File: src/rtl/mmio_interconnect.sv
// MMIO interconnect: one CPU master fanned out to NUM_SLAVES memory-mapped
// slaves. Address decode and write forwarding are combinational; read data
// returns through a READ_LATENCY-deep pipeline that remembers which slave
// (if any) owned each request. Unmapped accesses are logged in a small
// sticky fault block (flag, first address, saturating count).
module mmio_interconnect #(
  parameter int NUM_SLAVES   = 4,
  parameter int READ_LATENCY = 1,
  parameter logic [NUM_SLAVES*32-1:0] SLAVE_BASE =
    {32'h0003_0000, 32'h0002_0000, 32'h0001_0000, 32'h0000_0000},
  parameter logic [NUM_SLAVES*32-1:0] SLAVE_MASK =
    {32'hFFFF_0000, 32'hFFFF_0000, 32'hFFFF_0000, 32'hFFFF_0000}
) (
  input  logic                      clk_in,
  input  logic                      rst_in,
  input  logic                      cpu_valid_in,
  input  logic [31:0]               cpu_addr_in,
  input  logic [31:0]               cpu_data_in,
  input  logic [3:0]                cpu_write_enable_in,
  output logic [31:0]               cpu_data_out,
  output logic [NUM_SLAVES*32-1:0]  slave_addr_out,
  output logic [NUM_SLAVES*32-1:0]  slave_data_out,
  output logic [NUM_SLAVES*4-1:0]   slave_write_enable_out,
  input  logic [NUM_SLAVES*32-1:0]  slave_data_in,
  input  logic                      fault_clear_in,
  output logic                      fault_out,
  output logic [31:0]               fault_addr_out,
  output logic [15:0]               fault_count_out
);

  localparam int IDX_W = (NUM_SLAVES > 1) ? $clog2(NUM_SLAVES) : 1;

  logic             addr_mapped;
  logic [IDX_W-1:0] win_idx;
  logic             unmapped_access;

  logic [READ_LATENCY-1:0] pipe_valid;
  logic [READ_LATENCY-1:0] pipe_mapped;
  logic [IDX_W-1:0]        pipe_idx [READ_LATENCY];

  // Address decode: scan high-to-low so the lowest matching index is kept last.
  always_comb begin
    addr_mapped = 1'b0;
    win_idx     = '0;
    for (int i = NUM_SLAVES - 1; i >= 0; i--) begin
      if ((cpu_addr_in & SLAVE_MASK[i*32 +: 32]) == SLAVE_BASE[i*32 +: 32]) begin
        addr_mapped = 1'b1;
        win_idx     = IDX_W'(i);
      end
    end
  end

  assign unmapped_access = cpu_valid_in && !addr_mapped;

  // Address offset and write data go to every slave; only strobes are gated.
  genvar g;
  generate
    for (g = 0; g < NUM_SLAVES; g++) begin : g_fwd
      assign slave_addr_out[g*32 +: 32] = cpu_addr_in & ~SLAVE_MASK[g*32 +: 32];
      assign slave_data_out[g*32 +: 32] = cpu_data_in;
    end
  endgenerate

  // Byte strobes reach only the winning slave of a valid request.
  always_comb begin
    slave_write_enable_out = '0;
    for (int i = 0; i < NUM_SLAVES; i++) begin
      if (cpu_valid_in && addr_mapped && (win_idx == IDX_W'(i))) begin
        slave_write_enable_out[i*4 +: 4] = cpu_write_enable_in;
      end
    end
  end

  // Read-return tracking pipeline; reset flushes anything in flight.
  always_ff @(posedge clk_in or posedge rst_in) begin
    if (rst_in) begin
      pipe_valid  <= '0;
      pipe_mapped <= '0;
      for (int k = 0; k < READ_LATENCY; k++) begin
        pipe_idx[k] <= '0;
      end
    end else begin
      pipe_valid[0]  <= cpu_valid_in;
      pipe_mapped[0] <= addr_mapped;
      pipe_idx[0]    <= win_idx;
      for (int k = 1; k < READ_LATENCY; k++) begin
        pipe_valid[k]  <= pipe_valid[k-1];
        pipe_mapped[k] <= pipe_mapped[k-1];
        pipe_idx[k]    <= pipe_idx[k-1];
      end
    end
  end

  // Return mux at the pipeline tail; invalid or unmapped entries read as zero.
  always_comb begin
    cpu_data_out = '0;
    if (pipe_valid[READ_LATENCY-1] && pipe_mapped[READ_LATENCY-1]) begin
      for (int i = 0; i < NUM_SLAVES; i++) begin
        if (pipe_idx[READ_LATENCY-1] == IDX_W'(i)) begin
          cpu_data_out = slave_data_in[i*32 +: 32];
        end
      end
    end
  end

  // Sticky fault log; a new fault in the clearing cycle starts a fresh record.
  always_ff @(posedge clk_in or posedge rst_in) begin
    if (rst_in) begin
      fault_out       <= 1'b0;
      fault_addr_out  <= '0;
      fault_count_out <= '0;
    end else if (unmapped_access) begin
      fault_out <= 1'b1;
      if (fault_clear_in) begin
        fault_count_out <= 16'd1;
        fault_addr_out  <= cpu_addr_in;
      end else begin
        if (fault_count_out != 16'hFFFF) begin
          fault_count_out <= fault_count_out + 16'd1;
        end
        if (!fault_out) begin
          fault_addr_out <= cpu_addr_in;
        end
      end
    end else if (fault_clear_in) begin
      fault_out       <= 1'b0;
      fault_addr_out  <= '0;
      fault_count_out <= '0;
    end
  end

endmodule
File: config.mk
export PLATFORM = sky130hd
export DESIGN_NAME = mmio_interconnect
export DESIGN_NICKNAME = d
export VERILOG_FILES = /design/src/rtl/mmio_interconnect.sv
export SDC_FILE = /design/constraint.sdc
export NUM_CORES = 1
export LEC_CHECK = 0
export ABC_AREA = 1
export ABC_CLOCK_PERIOD_IN_PS = 1800
export BUFFER_PORTS_ARGS = -buffer_cell sky130_fd_sc_hd__buf_2
export CAP_MARGIN = 20
export CORE_AREA = 4 4 212 214
export CTS_BUF_LIST = sky130_fd_sc_hd__clkbuf_4 sky130_fd_sc_hd__clkbuf_8
export CTS_CLUSTER_DIAMETER = 150
export DETAILED_ROUTE_END_ITERATION = 16
export DIE_AREA = 0 0 216 218
export PLACE_DENSITY = 0.44
export REMOVE_ABC_BUFFERS = 1
export SYNTH_ARGS = -nofsm -noshare
export SYNTH_HDL_FRONTEND = slang
export SYNTH_SLANG_ARGS = --single-unit
File: constraint.sdc
create_clock -name clk_in -period 1.8 [get_ports clk_in]
set_input_delay 0.36 -clock clk_in [delete_from_list [all_inputs] [get_ports clk_in]]
set_output_delay 0.36 -clock clk_in [all_outputs]
set_load 0.02 [all_outputs]
# --- Word level (Yosys, flattened, before mapping) ---
# Cells that the tools add are included.
op_classes:
  addsub: 1
  n_eq_ne: 11
  n_mux: 27
  n_reduce_logical: 15
ops:
  columns: ["cell", "count"]
  rows:
  - ["32-bit two-way mux", 9]
  - ["16-bit two-way mux", 4]
  - ["16-bit by 2-bit == test with 1-bit output (second input constant)", 2]
  - ["32-bit logical NOT", 1]
  - ["16-bit by 1-bit adder with 16-bit output (second input constant)", 1]
  - ["16-bit by 1-bit == test with 1-bit output (second input constant)", 1]
  - ["4-bit two-way mux", 4]
  - ["16-bit != test (second input constant)", 1]
  - ["2-bit == test (second input constant)", 4]
  - ["2-bit two-way mux", 4]
  - ["1-bit logical AND", 7]
  - ["1-bit two-way mux", 6]
  - ["2-bit by 1-bit == test with 1-bit output (second input constant)", 2]
  - ["2-bit logical NOT", 2]
  - ["2-bit AND reduction", 2]
  - ["2-bit nonzero test", 2]
  - ["2-bit != test (second input constant)", 1]
  - ["1-bit logical NOT", 1]
totals:
  output_inout_bits: 353
  input_bits: 200
  ff_bits: 53
  elab_cells: 60

# --- Logic depth before layout (Yosys ltp) ---
# Gate-level depths: netlist of the first run.
depth:
  depth_word: 9
  depth_mapped: 11
  mapped_depth_nobuf: 10

# --- Least setup slack after synthesis of the first run ---
# OpenSTA, ideal clock, no wires.
synth_timing:
  path_type: "register to output"
  start: "register pipe_idx[0] (netlist bit)"
  end: "output cpu_data_out[27]"
  t_arrival_ps: 1442
  required_time_ps: 1440
  n_path_buf: 2
  path_slack_ps: -2
  path_stages_with_launch: 8
  cell_sequence: "dfrtp_1 buf_2 inv_1 buf_2 nor2_1 nor2_1 o221ai_1 a21oi_1"
synth_via:
  elab_chain_len: 6
  elab_cells_between_ends: 9
  cone_classes: "eq/ne: 3; mux: 5; reduce/logical: 1"
synth_rtl:
  columns: ["item", "line", "text"]
  rows:
  - ["start, declared", "39", "logic [IDX_W-1:0] pipe_idx [READ_LATENCY];"]
  - ["start signal, assigned by index", "89", "pipe_idx[k] <= pipe_idx[k-1];"]
  - ["2-bit logical NOT", "99", "if (pipe_idx[READ_LATENCY-1] == IDX_W'(i)) begin"]
  - ["32-bit two-way mux (3 in a row)", "99", null]
  - ["32-bit two-way mux *", "99", null]
  - ["32-bit two-way mux *", "97", "if (pipe_valid[READ_LATENCY-1] && pipe_mapped[READ_LATENCY-1]) begin"]
  - ["end, declared", "20", "output logic [31:0] cpu_data_out,"]
# Every way passes the cells marked *; elsewhere a longest branch is shown, timed or not.

# --- Final worst setup path of the first run ---
layout_timing:
  start: "register pipe_idx[0] (netlist bit)"
  end: "output cpu_data_out[20]"
# Same word-level chain as after synthesis.

==> results of run 1 <==
==> registers in the layout (all words and copies together), names as in the netlist <==
name / cells
fault_out: 1
fault_count_out: 16
pipe_valid: 1
pipe_idx: 2
fault_addr_out: 32
pipe_mapped: 1
==> kinds of logic (layout without fill, tap and decap cells) <==
| family | Yosys count | in the layout | synth area share, % |
|---|---|---|---|
| AO/OA/AOI/OAI | 78 | 78 | 8.816 |
| XOR/XNOR | 9 | 9 | 1.410 |
| adder cells (fa/ha/maj) | 1 | 1 | 0.2237 |
| buffers and inverters | 328 | 449 | 40.14 |
| flip-flops | 53 | 53 | 23.72 |
| other | 1 | 64 | 0.06706 |
| AND/OR/NAND/NOR | 333 | 334 | 25.62 |
==> how the worst max path moves through the flow <==
stage,startpoint,end,slack [ps],cells after the start
floorplan,pipe_idx[0]$_DFF_PP0_,cpu_data_out[17],-980,5
global placement,cpu_addr_in[29],slave_write_enable_out[6],-390,10
detailed placement,cpu_addr_in[29],slave_write_enable_out[6],-420,10
CTS,pipe_idx[0]$_DFF_PP0_,cpu_data_out[21],-460,7
global route,pipe_idx[0]$_DFF_PP0_,cpu_data_out[21],-510,7
finish,pipe_idx[0]$_DFF_PP0_,cpu_data_out[20],-390,8
==> power by group through the flow <==
stage | Clock (mW) | Combinational (mW) | Sequential, mW
CTS | 0.930 | 1.05 | 1.32
global route | 0.969 | 1.22 | 1.34
finish | 0.884 | 1.13 | 1.33
global placement | 0 | 1.01 | 1.35
detailed placement | 0 | 1.01 | 1.34
floorplan | 0 | 0.306 | 1.45
==> metrics by stage <==
| step | util (%) | std cells | instance area, um^2 | hold WS [ps] | setup slack (ps) |
|---|---|---|---|---|---|
| finish | 17.62 | 1573 | 7557 | 63.88 | -394.9 |
| global route | 17.62 | 1573 | 7557 | 76.87 | -512.3 |
| CTS | 16.77 | 1566 | 7192 | 65.20 | -460.7 |
| detailed placement | 15.24 | 1541 | 6535 | 444.1 | -422.9 |
| global placement | 15.24 | 1541 | 6535 | 436.7 | -387.8 |
| floorplan | - | 584 | 3756 | 391.4 | -982.0 |
==> area by class of cell <==
class | instances | area (um^2) | share of cell area (%)
clock buffers | 6 | 76.32 | 1.010
flip-flops and latches | 53 | 1328 | 17.57
inverters | 46 | 190.2 | 2.517
multi-input cells | 486 | 2631 | 34.82
clock inverters | 2 | 38.79 | 0.5132
repair buffers | 395 | 2561 | 33.89
well taps | 585 | 732.0 | 9.685
==> critical path: stages (launching register included) <==
cell	delay (ps)
dfrtp_1	420
buf_12	150
nand2_1	100
clkinv_1	100
buf_4	170
nor2_1	110
o221ai_1	150
a21oi_2	180
buf_6	130
==> synth_stat cells <==
| library cell | n | area (um^2) |
|---|---|---|
| inv_1 | 42 | 157.7 |
| nor2_1 | 59 | 221.5 |
| xnor2_1 | 4 | 35.03 |
| nand2_2 | 2 | 12.51 |
| o21a_1 | 1 | 7.510 |
| o21ai_0 | 29 | 145.1 |
| clkinv_1 | 2 | 7.510 |
| o211ai_1 | 18 | 135.1 |
| or2_2 | 7 | 43.79 |
| nand3_2 | 1 | 10.01 |
| nand3_1 | 46 | 230.2 |
| nor2_2 | 4 | 25.02 |
| buf_4 | 258 | 1937 |
| o221ai_1 | 12 | 105.1 |
| ha_1 | 1 | 12.51 |
| buf_2 | 12 | 60.06 |
| nand4_1 | 4 | 25.02 |
| nor3_1 | 3 | 15.01 |
| or2_1 | 1 | 6.260 |
| nor2_4 | 4 | 45.04 |
| inv_2 | 2 | 7.510 |
| o22ai_1 | 2 | 12.51 |
| xor2_1 | 5 | 43.79 |
| conb_1 | 1 | 3.750 |
| clkbuf_1 | 7 | 26.28 |
| nand2_4 | 3 | 33.78 |
| nand2_1 | 198 | 743.2 |
| a21oi_1 | 14 | 70.07 |
| a221oi_1 | 1 | 8.760 |
| nand4_4 | 1 | 21.27 |
| buf_6 | 4 | 45.04 |
| buf_1 | 1 | 3.750 |
| dfrtp_1 | 53 | 1326 |
| a31o_2 | 1 | 8.760 |
==> repair_timing <==
action                     CTS  global route
buffers inserted            18             8
pin swaps                   18            21
setup endpoints to repair   48            97
gates cloned                 1             4
gates resized for setup    122            73
==> metal layers <==
layer / part of all wire, % / vias up / track usage, %
li1: - / 2587 / -
met1: 43 / 2610 / 13.33
met2: 41 / 475 / 15.09
met3: 13 / 34 / 5.559
met4: 1.7 / 3 / 2.496
met5: 0.23 / - / 2.083
==> results by group, run 1 <==
Drt
  • Wirelength per Cell: 17.41 um
  • DR DRC count: 0
  • Initial DRC Count: 251
  • DRT antenna net count: 0
  • WL final: 27,390 um
  • Via density: 3.629
  • Pre-antenna DRT Iters: 4
  • DR vias: 5,709

Logic synthesis
  • Share of the yosys chip area belonging to registers: 23.72%
  • Cells after Synth: 803
  • Avg Cell Area, Syn: 6.963 um^2
  • Post-synth cell types: 34
  • Cell Area, Synth: 0.005592 mm^2
  • Yosys warns: 0
  • Yosys reg bits: 53

Clocking
  • TritonCTS clock tree: done
  • CTS hold repair buffers: 0
  • Clock buffer depth: 2
  • Clock Sink Count: 53
  • CTS Buf Count: 5
  • CTS root buf: clkbuf_8
  • Worst-Skew Late Latency: 330 ps
  • H-tree Lvls: 2
  • Clock transition at path regs: 110 ps

Place
  • Gpl congestion: 0.8855
  • PortBufs: 328
  • HPWL after DPL: 21,770 um

Pwr
  • PwrDens: 441.8 mW/mm^2
  • Sequential Power Share: 39.8%
  • Sw frac: 36.70%
  • NetSw: 1.225 mW
  • Pint: 2.113 mW
  • Leak: 4.124 nW
  • Max IR drop VDD: 0.3180 mV
  • PnR Total Power: 3.339 mW
  • Clock power share: 26.5%
  • Power share of the combinational group: 33.7%

STA
  • RSZ-0062 raised after global routing: true
  • Tmin final: 2195 ps
  • Max-slew headroom: 63.81%
  • Final worst path period share: 121.9%
  • Worst-Margin Slew: 542.3 ps
  • Final hold violation count: 0
  • Worst Skew: 7.293 ps
  • Peak Freq: 455.6 MHz
  • Final Max Slew Viols: 0
  • Endpoints failing setup: 48
  • Slack of the critical path: -394.9 ps
  • Post-route setup TNS: -12,540 ps

Outcome
  • Failing checks: setup timing
  • Status: complete, but fails checks

Global route
  • Vias in the first global route: 5,540
  • Pin count of the biggest net entering global routing: 54
  • Initial antenna violation count: 0
  • Grt ovf: 0
  • GRT Total Usage: 10.38%
  • Global-route wire length before repair: 36,430 um

Job
  • Max-cap viol count: 0

Die
  • Initial Utilization: 13.04%
  • Io pins: 553
  • Row Count: 76
  • Die X: 216 um
  • Die area: 0.04709 mm^2
  • Core Region: 0.04289 mm^2
  • Die Ht: 218 um

Critical path
  • Critical path type: flop to primary output
  • Reg2reg start: fault_count_out[1]$_DFFE_PP0P_
  • R2R cell count: 10
  • CP arrival: 1830 ps
  • Crit path required time: 1440 ps
  • CP Capture Type: primary output
  • Reg2reg setup slack: 190 ps
  • Critical path peak fanout: 8
  • Reg-to-reg endpoint: fault_count_out[11]$_DFFE_PP0P_
  • Worst setup SP type: flop

Finish
  • Fill cell total of the finished layout: 4,918
  • Nets: 1,188
  • Commonest non-fill, non-tap cell in the layout: buf_2
  • Syn-to-layout area delta: 35.15%
  • Most frequent cells in the layout: buf_2, nand2_1, conb_1, buf_4, dfrtp_1
  • Diode count: 0
  • Share of layout cells above drive strength 1: 49.49%

Hold path
  • Hold WC Path Type: primary input to async pin
(Power assumes the default switching activity.)
==> run 2: changes to the inputs <==
--- a/config.mk
+++ b/config.mk
@@ -14,7 +14,7 @@
 export CTS_CLUSTER_DIAMETER = 150
 export DETAILED_ROUTE_END_ITERATION = 16
 export DIE_AREA = 0 0 216 218
-export PLACE_DENSITY = 0.44
+export PLACE_DENSITY = 0.48
 export REMOVE_ABC_BUFFERS = 1
 export SYNTH_ARGS = -nofsm -noshare
 export SYNTH_HDL_FRONTEND = slang
==> results by group, run 2 (same netlist as run 1, synthesis figures left out) <==
STA
  • Final worst path period share: 124.5% (was 121.9%)
  • Final Max Slew Viols: 0 (unchanged)
  • Worst-Margin Slew: 645.6 ps (was 542.3 ps)
  • RSZ-0062 raised after global routing: true (unchanged)
  • Max-slew headroom: 56.91% (was 63.81%)
  • Tmin final: 2241 ps (was 2195 ps)
  • Slack of the critical path: -440.8 ps (was -394.9 ps)
  • Final hold violation count: 0 (unchanged)
  • Worst hold slack: 16.15 ps (was 63.88 ps)
  • Peak Freq: 446.3 MHz (was 455.6 MHz)
  • Worst Skew: 11.11 ps (was 7.293 ps)
  • Endpoints failing setup: 48 (unchanged)

Clocking
  • H-tree Lvls: 2 (unchanged)
  • Worst-Skew Late Latency: 330 ps (about the same)
  • CTS hold repair buffers: 0 (unchanged)
  • CTS root buf: clkbuf_8 (unchanged)
  • Clock Sink Count: 53 (unchanged)
  • TritonCTS clock tree: done (unchanged)
  • CTS Buf Count: 5 (unchanged)
  • Clock buffer depth: 2 (unchanged)
  • Clock transition at path regs: 120 ps (was 110 ps)

Pwr
  • Sequential Power Share: 39.4% (was 39.8%)
  • Clock power share: 27.3% (was 26.5%)
  • Max IR drop VDD: 0.3425 mV (was 0.3180 mV)
  • Leak: 4.186 nW (was 4.124 nW)
  • NetSw: 1.246 mW (was 1.225 mW)
  • Pint: 2.102 mW (was 2.113 mW)
  • PnR Total Power: 3.348 mW (was 3.339 mW)
  • PwrDens: 426.7 mW/mm^2 (was 441.8 mW/mm^2)
  • Power share of the combinational group: 33.2% (was 33.7%)
  • Sw frac: 37.22% (was 36.70%)

Drt
  • DR vias: 5,723 (was 5,709)
  • Wirelength per Cell: 18.23 um (was 17.41 um)
  • DR DRC count: 0 (unchanged)
  • Pre-antenna DRT Iters: 5 (was 4)
  • WL final: 28,950 um (was 27,390 um)
  • Via density: 3.604 (was 3.629)
  • Initial DRC Count: 174 (was 251)
  • DRT antenna net count: 0 (unchanged)

Finish
  • Syn-to-layout area delta: 40.32% (was 35.15%)
  • Post-route cell area: 0.007846 mm^2 (was 0.007557 mm^2)
  • Most frequent cells in the layout: buf_2, nand2_1, buf_4, conb_1, dfrtp_1 (was buf_2, nand2_1, conb_1, buf_4, dfrtp_1)
  • Utilization after layout: 18.30% (was 17.62%)
  • Largest register FFs: 32 (unchanged)
  • Share of layout cells above drive strength 1: 52.44% (was 49.49%)
  • Final non-filler cell total: 1,588 (was 1,573)
  • Biggest register: fault_addr_out (unchanged)
  • Top Registers: fault_addr_out x32, fault_count_out x16, pipe_idx x2 (unchanged)
  • Diode count: 0 (unchanged)
  • Commonest non-fill, non-tap cell in the layout: buf_2 (unchanged)
  • Fill cell total of the finished layout: 4,871 (was 4,918)
  • Nets: 1,203 (was 1,188)

Die
  • Io pins: 553 (unchanged)
  • Die Ht: 218 um (unchanged)
  • Die area: 0.04709 mm^2 (unchanged)
  • Initial Utilization: 13.04% (unchanged)
  • Die X: 216 um (unchanged)
  • Core Region: 0.04289 mm^2 (unchanged)
  • Row Count: 76 (unchanged)

Critical path
  • CP cell instances: buf_6, nor2_4, inv_2, buf_12, or2_2, o221ai_1, a21oi_1, buf_2 (was buf_12, nand2_1, clkinv_1, buf_4, nor2_1, o221ai_1, a21oi_2, buf_6)
  • Crit path required time: 1440 ps (about the same)
  • Critical path peak fanout: 11 (was 8)
  • CP Capture Type: primary output (unchanged)
  • Critical path type: flop to primary output (unchanged)
  • Crit path largest cell delay: 480 ps (was 420 ps)
  • Worst setup SP type: flop (unchanged)
  • CP arrival: 1880 ps (was 1830 ps)
  • Crit path max-delay cell type: dfrtp_2 (was dfrtp_1)

Place
  • Gpl congestion: 0.8382 (was 0.8855)
  • Area post-placement: 0.006645 mm^2 (was 0.006535 mm^2)
  • PortBufs: 328 (unchanged)
  • HPWL after DPL: 23,850 um (was 21,770 um)
  • Dpl cells: 1,554 (was 1,541)

Global route
  • Initial antenna violation count: 2 (was 0)
  • Global-route wire length before repair: 38,920 um (was 36,430 um)
  • GRT Total Usage: 11.19% (was 10.38%)
  • Vias in the first global route: 5,781 (was 5,540)
  • Grt ovf: 0 (unchanged)
  • Pin count of the biggest net entering global routing: 39 (was 54)

Job
  • Max-cap viol count: 0 (unchanged)

Outcome
  • Failing checks: setup timing (unchanged)
  • Status: complete, but fails checks (unchanged)

Hold path
  • Hold WC Path Type: primary input to async pin (unchanged)
-- run 2: cell types whose count changed in the layout (fill, tap and decap cells not counted), moves of 6 or more --
cell	before	now
nand3_1	44	35
o221ai_1	11	4
buf_6	41	49
buf_2	287	271
o221ai_2	1	8
o21ai_0	26	20
buf_4	53	75
-- run 2: layer usage --
layer  GRT usage, %  vias to the layer above  routed length, um  part of all wire (%)
met2          17.13                      460              12700                    44
met3          6.730                       31               4205                    15
li1               -                     2614                  -                     -
met5          4.271                        -                275                  0.95
met1          13.30                     2607              11410                    39
met4          2.091                       11                366                   1.3
-- run 2: path summary, 6_finish.rpt --
| check | start | to | slack (ps) | cells past startpoint |
|---|---|---|---|---|
| worst max-delay path | pipe_idx[0]$_DFF_PP0_ | cpu_data_out[19] | -440 | 8 |
| worst min-delay path | rst_in | fault_count_out[11]$_DFFE_PP0P_ | 20 | 2 |
| worst max register to register | fault_count_out[1]$_DFFE_PP0P_ | fault_count_out[14]$_DFFE_PP0P_ | 210 | 11 |
| worst min register to register | fault_addr_out[16]$_DFFE_PP0P_ | fault_addr_out[16]$_DFFE_PP0P_ | 480 | 2 |
| max in group asynchronous | rst_in | fault_addr_out[14]$_DFFE_PP0P_ | 1260 | 3 |
| min in group clk_in | cpu_addr_in[26] | fault_addr_out[26]$_DFFE_PP0P_ | 210 | 3 |
-- run 2: critical path, delay by kind of cell, from the launching register on --
kind / cells / cell delay, ps
flip-flops: 1 / 480
AO/OA/AOI/OAI: 2 / 170
AND/OR/NAND/NOR: 2 / 380
buffers and inverters: 4 / 520
-- run 2: timing repair --
item                       CTS  global route
pin swaps                   22            20
setup buffers               14            10
cloned                       0             3
resized for setup          119           123
setup endpoints to repair   48            87
-- run 2: stage by stage --
stage	setup WS [ps]	setup TNS [ps]
global placement	-610.1	-16530
CTS	-471.9	-14170
floorplan	-982.0	-21050
finish	-440.8	-14030
global route	-540.3	-19020
detailed placement	-645.0	-18080
-- run 2: power groups by stage --
stage | combinational, mW | clock [mW] | sequential, mW
2_1_floorplan | 0.306 | 0 | 1.45
3_3_place_gp | 1.03 | 0 | 1.34
3_5_place_dp | 1.04 | 0 | 1.34
4_1_cts | 1.07 | 0.978 | 1.32
5_1_grt | 1.21 | 1.01 | 1.33
6_report | 1.11 | 0.915 | 1.32
-- run 2: layout make-up --
cell class                      count  area, um^2  share of cell area, %
Clock inverter                      3       47.55                 0.6060
Tap cell                          585       732.0                  9.329
Sequential cell                    53        1329                  16.94
Multi-Input combinational cell    486        2740                  34.92
Timing Repair Buffer              410        2756                  35.13
Clock buffer                        5       68.82                 0.8771
Inverter                           46       172.7                  2.201
